==> config.mk <==
export PLATFORM = sky130hd
export DESIGN_NAME = load_store_unit_flat
export DESIGN_NICKNAME = d
export VERILOG_FILES = /design/src/rtl/load_store_unit_if.sv /design/src/rtl/load_store_unit.sv /design/src/flat_wrapper.sv
export SDC_FILE = /design/constraint.sdc
export NUM_CORES = 1
export LEC_CHECK = 0
export CORE_MARGIN = 2
export CORE_UTILIZATION = 30
export CTS_CLUSTER_DIAMETER = 50
export DETAILED_ROUTE_END_ITERATION = 8
export PLACE_DENSITY = 0.64
export REMOVE_ABC_BUFFERS = 1
export SYNTH_ARGS = -nofsm -noshare
export SYNTH_HDL_FRONTEND = slang
export SYNTH_SLANG_ARGS = --single-unit
==> constraint.sdc <==
create_clock -name clock -period 2.4 [get_ports clock]
set_input_delay 0.72 -clock clock [delete_from_list [all_inputs] [get_ports clock]]
set_output_delay 0.72 -clock clock [all_outputs]
set_load 0.03 [all_outputs]
==> src/rtl/load_store_unit_if.sv <==
// Bundle between the execute stage, the load/store unit and the data memory.
// The slave modport is the unit's view; the master modport is the view of
// whatever drives requests and models the memory.
interface load_store_unit_if #(
    parameter int ADDR_WIDTH = 32,
    parameter int DATA_WIDTH = 32
);
    // Request side
    logic                  req_valid;
    logic                  req_ready;
    logic                  req_write;
    logic [1:0]            req_size;
    logic                  req_unsigned;
    logic [ADDR_WIDTH-1:0] req_address;
    logic [DATA_WIDTH-1:0] req_write_data;
    // Response side
    logic                  resp_valid;
    logic [DATA_WIDTH-1:0] resp_read_data;
    logic                  resp_error;
    // Data memory side
    logic                  memory_we;
    logic [ADDR_WIDTH-1:0] memory_address;
    logic [DATA_WIDTH-1:0] memory_write_data;
    logic [DATA_WIDTH-1:0] memory_read_data;

    modport slave (
        input  req_valid, req_write, req_size, req_unsigned, req_address,
               req_write_data, memory_read_data,
        output req_ready, resp_valid, resp_read_data, resp_error,
               memory_we, memory_address, memory_write_data
    );

    modport master (
        output req_valid, req_write, req_size, req_unsigned, req_address,
               req_write_data, memory_read_data,
        input  req_ready, resp_valid, resp_read_data, resp_error,
               memory_we, memory_address, memory_write_data
    );
endinterface

==> src/rtl/load_store_unit.sv <==
// Load/store unit: turns execute-stage requests into word accesses on a
// word-addressed memory with combinational read and clocked write.
// Sub-word loads are lane-selected and extended; sub-word stores are done as
// a read-modify-write. Misaligned or illegal-size requests never reach memory
// and complete with resp_error instead.
module load_store_unit #(
    parameter int ADDR_WIDTH = 32,
    parameter int DATA_WIDTH = 32
) (
    input  logic               clock,
    input  logic               reset,
    load_store_unit_if.slave   bus
);

    typedef enum logic [2:0] {
        ST_IDLE,
        ST_LOAD,
        ST_MERGE,
        ST_STORE,
        ST_RESP
    } state_t;

    // Pick the addressed lane out of a memory word and extend it to 32 bits.
    function automatic logic [31:0] load_extend(
        input logic [31:0] word,
        input logic [1:0]  lo,
        input logic [1:0]  size,
        input logic        uns
    );
        logic [7:0]  b;
        logic [15:0] h;
        logic [31:0] r;
        b = word[{lo, 3'b000} +: 8];
        h = lo[1] ? word[31:16] : word[15:0];
        case (size)
            2'b00:   r = uns ? {24'd0, b} : {{24{b[7]}}, b};
            2'b01:   r = uns ? {16'd0, h} : {{16{h[15]}}, h};
            default: r = word;
        endcase
        return r;
    endfunction

    // Replace the target byte/halfword lane of a memory word with store data.
    function automatic logic [31:0] store_merge(
        input logic [31:0] word,
        input logic [15:0] data,
        input logic [1:0]  lo,
        input logic [1:0]  size
    );
        logic [31:0] r;
        r = word;
        if (size == 2'b00) begin
            r[{lo, 3'b000} +: 8] = data[7:0];
        end else begin
            r[{lo[1], 4'b0000} +: 16] = data;
        end
        return r;
    endfunction

    state_t                state_q,     state_d;
    logic [1:0]            addr_lo_q,   addr_lo_d;
    logic [1:0]            size_q,      size_d;
    logic                  uns_q,       uns_d;
    logic [15:0]           wdata_q,     wdata_d;
    logic [ADDR_WIDTH-1:0] mem_addr_q,  mem_addr_d;
    logic [DATA_WIDTH-1:0] mem_wdata_q, mem_wdata_d;
    logic                  mem_we_q,    mem_we_d;
    logic                  resp_valid_q, resp_valid_d;
    logic [DATA_WIDTH-1:0] resp_data_q, resp_data_d;
    logic                  resp_err_q,  resp_err_d;
    logic                  req_ready_q, req_ready_d;

    logic                  accept;
    logic                  req_bad;
    logic [ADDR_WIDTH-1:0] req_word_addr;

    // Request decode: acceptance, legality check and word-aligned address.
    always_comb begin
        accept        = (state_q == ST_IDLE) && req_ready_q && bus.req_valid;
        req_bad       = (bus.req_size == 2'b11)
                     || ((bus.req_size == 2'b01) && bus.req_address[0])
                     || ((bus.req_size == 2'b10) && (bus.req_address[1:0] != 2'b00));
        req_word_addr = {bus.req_address[ADDR_WIDTH-1:2], 2'b00};
    end

    // Next-state and next-output logic; every output is registered, so each
    // value is computed here for the state being entered.
    always_comb begin
        state_d      = state_q;
        addr_lo_d    = addr_lo_q;
        size_d       = size_q;
        uns_d        = uns_q;
        wdata_d      = wdata_q;
        mem_addr_d   = '0;
        mem_wdata_d  = '0;
        mem_we_d     = 1'b0;
        resp_valid_d = 1'b0;
        resp_data_d  = '0;
        resp_err_d   = 1'b0;
        req_ready_d  = 1'b0;

        case (state_q)
            ST_IDLE: begin
                if (accept) begin
                    addr_lo_d = bus.req_address[1:0];
                    size_d    = bus.req_size;
                    uns_d     = bus.req_unsigned;
                    wdata_d   = bus.req_write_data[15:0];
                    if (req_bad) begin
                        state_d      = ST_RESP;
                        resp_valid_d = 1'b1;
                        resp_err_d   = 1'b1;
                    end else if (!bus.req_write) begin
                        state_d    = ST_LOAD;
                        mem_addr_d = req_word_addr;
                    end else if (bus.req_size == 2'b10) begin
                        state_d     = ST_STORE;
                        mem_addr_d  = req_word_addr;
                        mem_wdata_d = bus.req_write_data;
                        mem_we_d    = 1'b1;
                    end else begin
                        state_d    = ST_MERGE;
                        mem_addr_d = req_word_addr;
                    end
                end else begin
                    req_ready_d = 1'b1;
                end
            end
            ST_LOAD: begin
                state_d      = ST_RESP;
                resp_valid_d = 1'b1;
                resp_data_d  = load_extend(bus.memory_read_data, addr_lo_q, size_q, uns_q);
            end
            ST_MERGE: begin
                state_d     = ST_STORE;
                mem_addr_d  = mem_addr_q;
                mem_wdata_d = store_merge(bus.memory_read_data, wdata_q, addr_lo_q, size_q);
                mem_we_d    = 1'b1;
            end
            ST_STORE: begin
                state_d      = ST_RESP;
                resp_valid_d = 1'b1;
            end
            ST_RESP: begin
                state_d     = ST_IDLE;
                req_ready_d = 1'b1;
            end
            default: begin
                state_d     = ST_IDLE;
                req_ready_d = 1'b1;
            end
        endcase
    end

    // State and output registers; reset returns to an idle, ready unit.
    always_ff @(posedge clock) begin
        if (reset) begin
            state_q      <= ST_IDLE;
            addr_lo_q    <= '0;
            size_q       <= '0;
            uns_q        <= 1'b0;
            wdata_q      <= '0;
            mem_addr_q   <= '0;
            mem_wdata_q  <= '0;
            mem_we_q     <= 1'b0;
            resp_valid_q <= 1'b0;
            resp_data_q  <= '0;
            resp_err_q   <= 1'b0;
            req_ready_q  <= 1'b1;
        end else begin
            state_q      <= state_d;
            addr_lo_q    <= addr_lo_d;
            size_q       <= size_d;
            uns_q        <= uns_d;
            wdata_q      <= wdata_d;
            mem_addr_q   <= mem_addr_d;
            mem_wdata_q  <= mem_wdata_d;
            mem_we_q     <= mem_we_d;
            resp_valid_q <= resp_valid_d;
            resp_data_q  <= resp_data_d;
            resp_err_q   <= resp_err_d;
            req_ready_q  <= req_ready_d;
        end
    end

    // Reset in the STORE cycle must cancel the write at the closing edge.
    assign bus.memory_we         = mem_we_q & ~reset;
    assign bus.memory_address    = mem_addr_q;
    assign bus.memory_write_data = mem_wdata_q;
    assign bus.req_ready         = req_ready_q;
    assign bus.resp_valid        = resp_valid_q;
    assign bus.resp_read_data    = resp_data_q;
    assign bus.resp_error        = resp_err_q;

endmodule

==> src/flat_wrapper.sv <==
// flat-port wrapper written by rule: the top's interface ports become plain ports
module load_store_unit_flat 
#(
    parameter int ADDR_WIDTH = 32,
    parameter int DATA_WIDTH = 32
)
  (clock, reset, bus_req_valid, bus_req_write, bus_req_size, bus_req_unsigned, bus_req_address, bus_req_write_data, bus_memory_read_data, bus_req_ready, bus_resp_valid, bus_resp_read_data, bus_resp_error, bus_memory_we, bus_memory_address, bus_memory_write_data);
  load_store_unit_if #(.ADDR_WIDTH(ADDR_WIDTH), .DATA_WIDTH(DATA_WIDTH)) bus_i ();
  input  logic clock;
  input  logic reset;
  input wire logic [$bits(bus_i.req_valid)-1:0] bus_req_valid;
  input wire logic [$bits(bus_i.req_write)-1:0] bus_req_write;
  input wire logic [$bits(bus_i.req_size)-1:0] bus_req_size;
  input wire logic [$bits(bus_i.req_unsigned)-1:0] bus_req_unsigned;
  input wire logic [$bits(bus_i.req_address)-1:0] bus_req_address;
  input wire logic [$bits(bus_i.req_write_data)-1:0] bus_req_write_data;
  input wire logic [$bits(bus_i.memory_read_data)-1:0] bus_memory_read_data;
  output wire logic [$bits(bus_i.req_ready)-1:0] bus_req_ready;
  output wire logic [$bits(bus_i.resp_valid)-1:0] bus_resp_valid;
  output wire logic [$bits(bus_i.resp_read_data)-1:0] bus_resp_read_data;
  output wire logic [$bits(bus_i.resp_error)-1:0] bus_resp_error;
  output wire logic [$bits(bus_i.memory_we)-1:0] bus_memory_we;
  output wire logic [$bits(bus_i.memory_address)-1:0] bus_memory_address;
  output wire logic [$bits(bus_i.memory_write_data)-1:0] bus_memory_write_data;
  assign bus_i.req_valid = bus_req_valid;
  assign bus_i.req_write = bus_req_write;
  assign bus_i.req_size = bus_req_size;
  assign bus_i.req_unsigned = bus_req_unsigned;
  assign bus_i.req_address = bus_req_address;
  assign bus_i.req_write_data = bus_req_write_data;
  assign bus_i.memory_read_data = bus_memory_read_data;
  assign bus_req_ready = bus_i.req_ready;
  assign bus_resp_valid = bus_i.resp_valid;
  assign bus_resp_read_data = bus_i.resp_read_data;
  assign bus_resp_error = bus_i.resp_error;
  assign bus_memory_we = bus_i.memory_we;
  assign bus_memory_address = bus_i.memory_address;
  assign bus_memory_write_data = bus_i.memory_write_data;
  load_store_unit #(.ADDR_WIDTH(ADDR_WIDTH), .DATA_WIDTH(DATA_WIDTH)) u_core (.clock(clock), .reset(reset), .bus(bus_i));
endmodule
# [After elaboration in Yosys (flattened, before gate mapping)]
# Cells that the tools add are included.
[totals] reg_bits=124 out_inout_bits=100
[op_classes] n_addsub=2 eq_ne=8 shift=5 mux=30 n_bitwise=4 n_reduce_logical=14
[op_table] cell="32-bit two-way mux" count=9
[op_table] cell="32-bit one-hot mux with 2 select lines" count=3
[op_table] cell="32-bit bitwise mux" count=2
[op_table] cell="16-bit by 7-bit variable shift with 32-bit output (first input constant)" count=1
[op_table] cell="8-bit by 7-bit variable shift with 32-bit output (first input constant)" count=1
[op_table] cell="16-bit by 7-bit indexed part select with 32-bit output" count=1
[op_table] cell="32-bit by 6-bit indexed part select with 8-bit output" count=1
[op_table] cell="8-bit by 7-bit indexed part select with 32-bit output" count=1
[op_table] cell="16-bit two-way mux" count=1
[op_table] cell="5-bit negation with 7-bit output" count=2
[op_table] cell="3-bit two-way mux" count=3
[op_table] cell="3-bit one-hot mux with 3 select lines" count=1
[op_table] cell="1-bit two-way mux" count=8
[op_table] cell="3-bit by 2-bit equality test with 1-bit output (second input constant)" count=2
[op_table] cell="1-bit one-hot mux with 2 select lines" count=3
[op_table] cell="2-bit OR reduction" count=3
[op_table] cell="2-bit by 1-bit equality test with 1-bit output (second input constant)" count=2
[op_table] cell="2-bit equality test (second input constant)" count=2
[op_table] cell="1-bit logical AND" count=4
[op_table] cell="3-bit by 1-bit equality test with 1-bit output (second input constant)" count=1
[op_table] cell="3-bit zero test" count=1
[op_table] cell="1-bit NOT" count=3
[op_table] cell="3-bit OR reduction" count=1
[op_table] cell="2-bit zero test" count=1
[op_table] cell="5 further kinds" count=6

# [Logic depth before layout (Yosys ltp)]
[depth] word_depth=7 mapped_depth=8 ltp_nobuf=6

# [Worst setup path after synthesis]
# OpenSTA, ideal clock, no wires.
[synth_path] path_kind="input-to-reg" start="input port reset" end="register u_core.mem_addr_q[10], in the netlist u_core.bus.memory_address[10]" t_arrival_ns=2.051 required_time_ns=2.340 path_slack_ns=0.289 cell_stages=6 n_path_buf=3 path_cell_list="buf_2 > nor3_1 > and2_1 > clkbuf_1 > clkbuf_1 > a22o_1"
[synth_rtl] item="start, declared" line="flat_wrapper.sv:10" text="input logic reset;"
[synth_rtl] item="end signal, assigned" line="load_store_unit.sv:176" text="mem_addr_q <= mem_addr_d;"
[synth_rtl] item="end, declared" line="load_store_unit.sv:65" text="logic [ADDR_WIDTH-1:0] mem_addr_q, mem_addr_d;"

# [Final worst setup path]
[layout_path] start="input port reset" end="output port bus_memory_we"
[layout_between] elab_chain_len=2
[layout_lines] item="1-bit NOT" line="load_store_unit.sv:187" text="assign bus.memory_we = mem_we_q & ~reset;"
[layout_lines] item="1-bit bitwise AND" line="load_store_unit.sv:187"
[layout_lines] item="end, declared" line="flat_wrapper.sv:22" text="output wire logic [$bits(bus_i.memory_we)-1:0] bus_memory_we;"
# Every way passes these cells.

==> flow_summary.ini <==
[drt]
dr.pass1.iters = 7
vias_per_cell = 5.322
drc = 0
drtIter0Drc = 453
final_antenna_net_count = 0
drt-total-wl_um = 19210
vias = 5152
drt-wirelength-per-cell_um = 19.84

[sta]
max_clock_freq_mhz = 423.7
clock_skew_ns = 0.01209
finalMaxSlewViolations = 0
fin_crit_sh_pct = 98.34
holdWs_ns = 0.4720
timing.slew.headroom_pct = 24.63
layout_setup_ws_ns = 0.03978
hold_viol = 0
worstMarginPinSlew_ns = 1.099
rsz0062_at_grt = false
period_needed_ns = 2.360
setup_viol = 0

[yosys]
synth_cell_types = 45
synth_top_area_share_pct = 48.40
seq_area_frac_synth_pct = 48.40
ys_warn_count = 0
synth_top_family_by_area = compound AO/OA/AOI/OAI gates
synthTopCellsByArea = dfxtp_1 48%, a22o_1 8.7%, a221o_1 6.9%
yosys.area_share.adder_pct = 1.240
synth_mux_area_share_pct = 7.463
async_flop_share_pct = 0
synthFlopType = dfxtp_1
synth_edf_count = 0
synth_cells = 512
postSynthAreaPerCell_um2 = 9.856
synth_compound_area_share_pct = 26.80
syn_area_um2 = 5046
synth_seq_cells = 122
yosysTopAreaCell = dfxtp_1
yosys.area_share.simple_pct = 11.55
synth-xor-area-share_pct = 0

[power_and_ir_drop]
p_per_area_nw_per_um2 = 697.0
vdd_ir_drop_max_v = 0.0004639
finalPower_mw = 5.640
leakage_nw = 3.068

[critical_path]
worstSetupPathType = in2out
startpoint = reset
path_max_fanout = 4
critPathBufInv = 3
cp_top_family = buffers and inverters
critPathRequiredTime_ns = 1.68
cp_slowest_stage_delay_ns = 0.47
start_kind = input port
cp_cell_sequence = clkdlybuf4s50_1 -> buf_4 -> nor2b_2 -> buf_6
crit_arrival_ns = 1.64
crit_path_end_kind = primary output
r2r-start = u_core.size_q[0]
crit_slowest_cell = clkdlybuf4s50_1

[die]
dieArea_um2 = 17870
core_area_um2 = 16520
chipHeight_um = 133.7
fp-row-count = 47
pin_count = 203
start_util_pct = 30.54
die_w_um = 133.7

[final_layout]
fill_cells = 1519
finalCoreUtilization_pct = 48.97
num-nets-final = 843
synthToLayoutAreaGrowth_pct = 60.35
num_antenna_cells = 0
layout-drive-gt1-share_pct = 13.10

[clock_tree]
clockBufferDepth = 2
cts_setup_buffers = 0
clk_pin_slew_worst_paths_ns = 0.05
clk_root_buffer_cell = clkbuf_16
tritoncts.num_buffers = 17
cts.htree.levels = 4
cts_tree = done
cts.sinks = 122
clock_latency_ns = 0.42

[global_route]
antenna_found_initial = 0
use_met2_pct = 34.25
met3_usage_pct = 6.050
grt_pass1_vias = 5200
grt_start_max_net_pins = 36
grt_pass1_wl_um = 29450
grt_overflow = 0
gr-max-usage-layer = met2
gr-usage-met1_pct = 27.51
grt_usage_pct = 21.61

[place]
pre_cts_slack_ns = -0.2728
numPortBuffers = 200
place.gp.congestion = 0.8738
hpwl_um = 13950

[outcome]
status = complete, no violations

[worst_hold_path]
min_path_type = reg2reg
hp-start = u_core.wdata_q[14]

[run]
max-cap-violations = 0
-- repair_timing --
item / CTS / global route
hold buffers: 0 / 0
cloned: 0 / 0
gates resized for setup: 1 / 1
endpoints found under the setup margin: 1 / 1
-- Yosys cell counts (2+ instances only) --
master,instances
dfxtp_1,122
a21oi_1,66
nand2_1,65
a22o_1,50
a221o_1,35
clkbuf_1,24
mux2i_1,23
nor2_1,21
mux2_2,11
and3_1,8
nor3_1,7
a222oi_1,6
buf_2,6
buf_6,5
ha_1,5
nor2b_1,5
a21o_1,4
a221oi_1,4
buf_1,4
inv_1,4
o21ai_0,3
o22ai_1,3
or2_2,3
buf_4,2
nand2b_1,2
nand3_1,2
nand4_1,2
nor4_1,2
nor4bb_1,2
-- final cells by class --
class,count,area [um^2],share of cell area (%)
repair buffers,244,2371,29.30
multi-input cells,345,2404,29.70
flip-flops and latches,122,2444,30.20
clock inverters,6,60.06,0.7422
clock buffers,26,519.2,6.417
inverters,5,18.77,0.2319
well taps,220,275.3,3.402
-- logic make-up (layout without fill, tap and decap cells) --
kind of cell	Yosys count	in the layout
simple gates	125	125
flops	122	122
fa+ha+maj	5	5
compound gates	178	178
other cells	1	2
buf+inv	46	281
mux	35	35
-- routing by layer --
layer  vias to the layer above  wire length (um)
met5                         -                 0
met2                       264              9130
met1                      2487              7948
met4                         0               448
li1                       2368                 -
met3                        33              1678
-- worst min-delay path: cells and delay by family (launching register included) --
kind,cells,cell delay [ns]
DFF,1,0.32
AOI/OAI and AO/OA,1,0.05
and+or+nand+nor,1,0.06
-- placed cells by master (no fill, tap or decap), types with 7 or more instances in the layout --
master	count
clkdlybuf4s50_1	199
dfxtp_1	121
a21oi_1	66
nand2_1	65
a22o_1	50
buf_4	41
a221o_1	35
mux2i_1	23
nor2_1	21
clkbuf_16	17
mux2_2	11
and3_1	8
nor3_1	7
-- final timing paths --
path	endpoint	slack (ns)	cells after the start
worst max-delay path	bus_memory_we	0.04	4
worst min-delay path	u_core.wdata_q[14]	0.47	2
worst max register to register	u_core.bus.memory_write_data[19]	0.17	4
worst min register to register	u_core.wdata_q[14]	0.47	2
-- power breakdown --
| group | switching (mW) | internal, mW | total [mW] |
|---|---|---|---|
| clock network | 0.892 | 1.58 | 2.47 |
| registers | 0.0602 | 2.10 | 2.16 |
| logic | 0.531 | 0.473 | 1.00 |
-- flip-flops by register name (all words and copies together), names as in the netlist --
name and flops:
u_core.bus.resp_error 1, u_core.size_q 2, u_core.wdata_q 16, u_core.bus.resp_read_data 32
u_core.addr_lo_q 2, u_core.state_q 3, u_core.bus.memory_write_data 32, u_core.bus.resp_valid 1
u_core.mem_we_q 1, u_core.bus.req_ready 1, u_core.uns_q 1, u_core.bus.memory_address 30
-- through the flow --
stage	instances	area [um^2]	TNS (ns)
floorplan	472	4843	-37.14
global placement	936	7506	-7.314
detailed placement	936	7506	-9.693
CTS	968	8088	0
global route	968	8092	0
finish	968	8092	0
(Power assumes the default switching activity.)
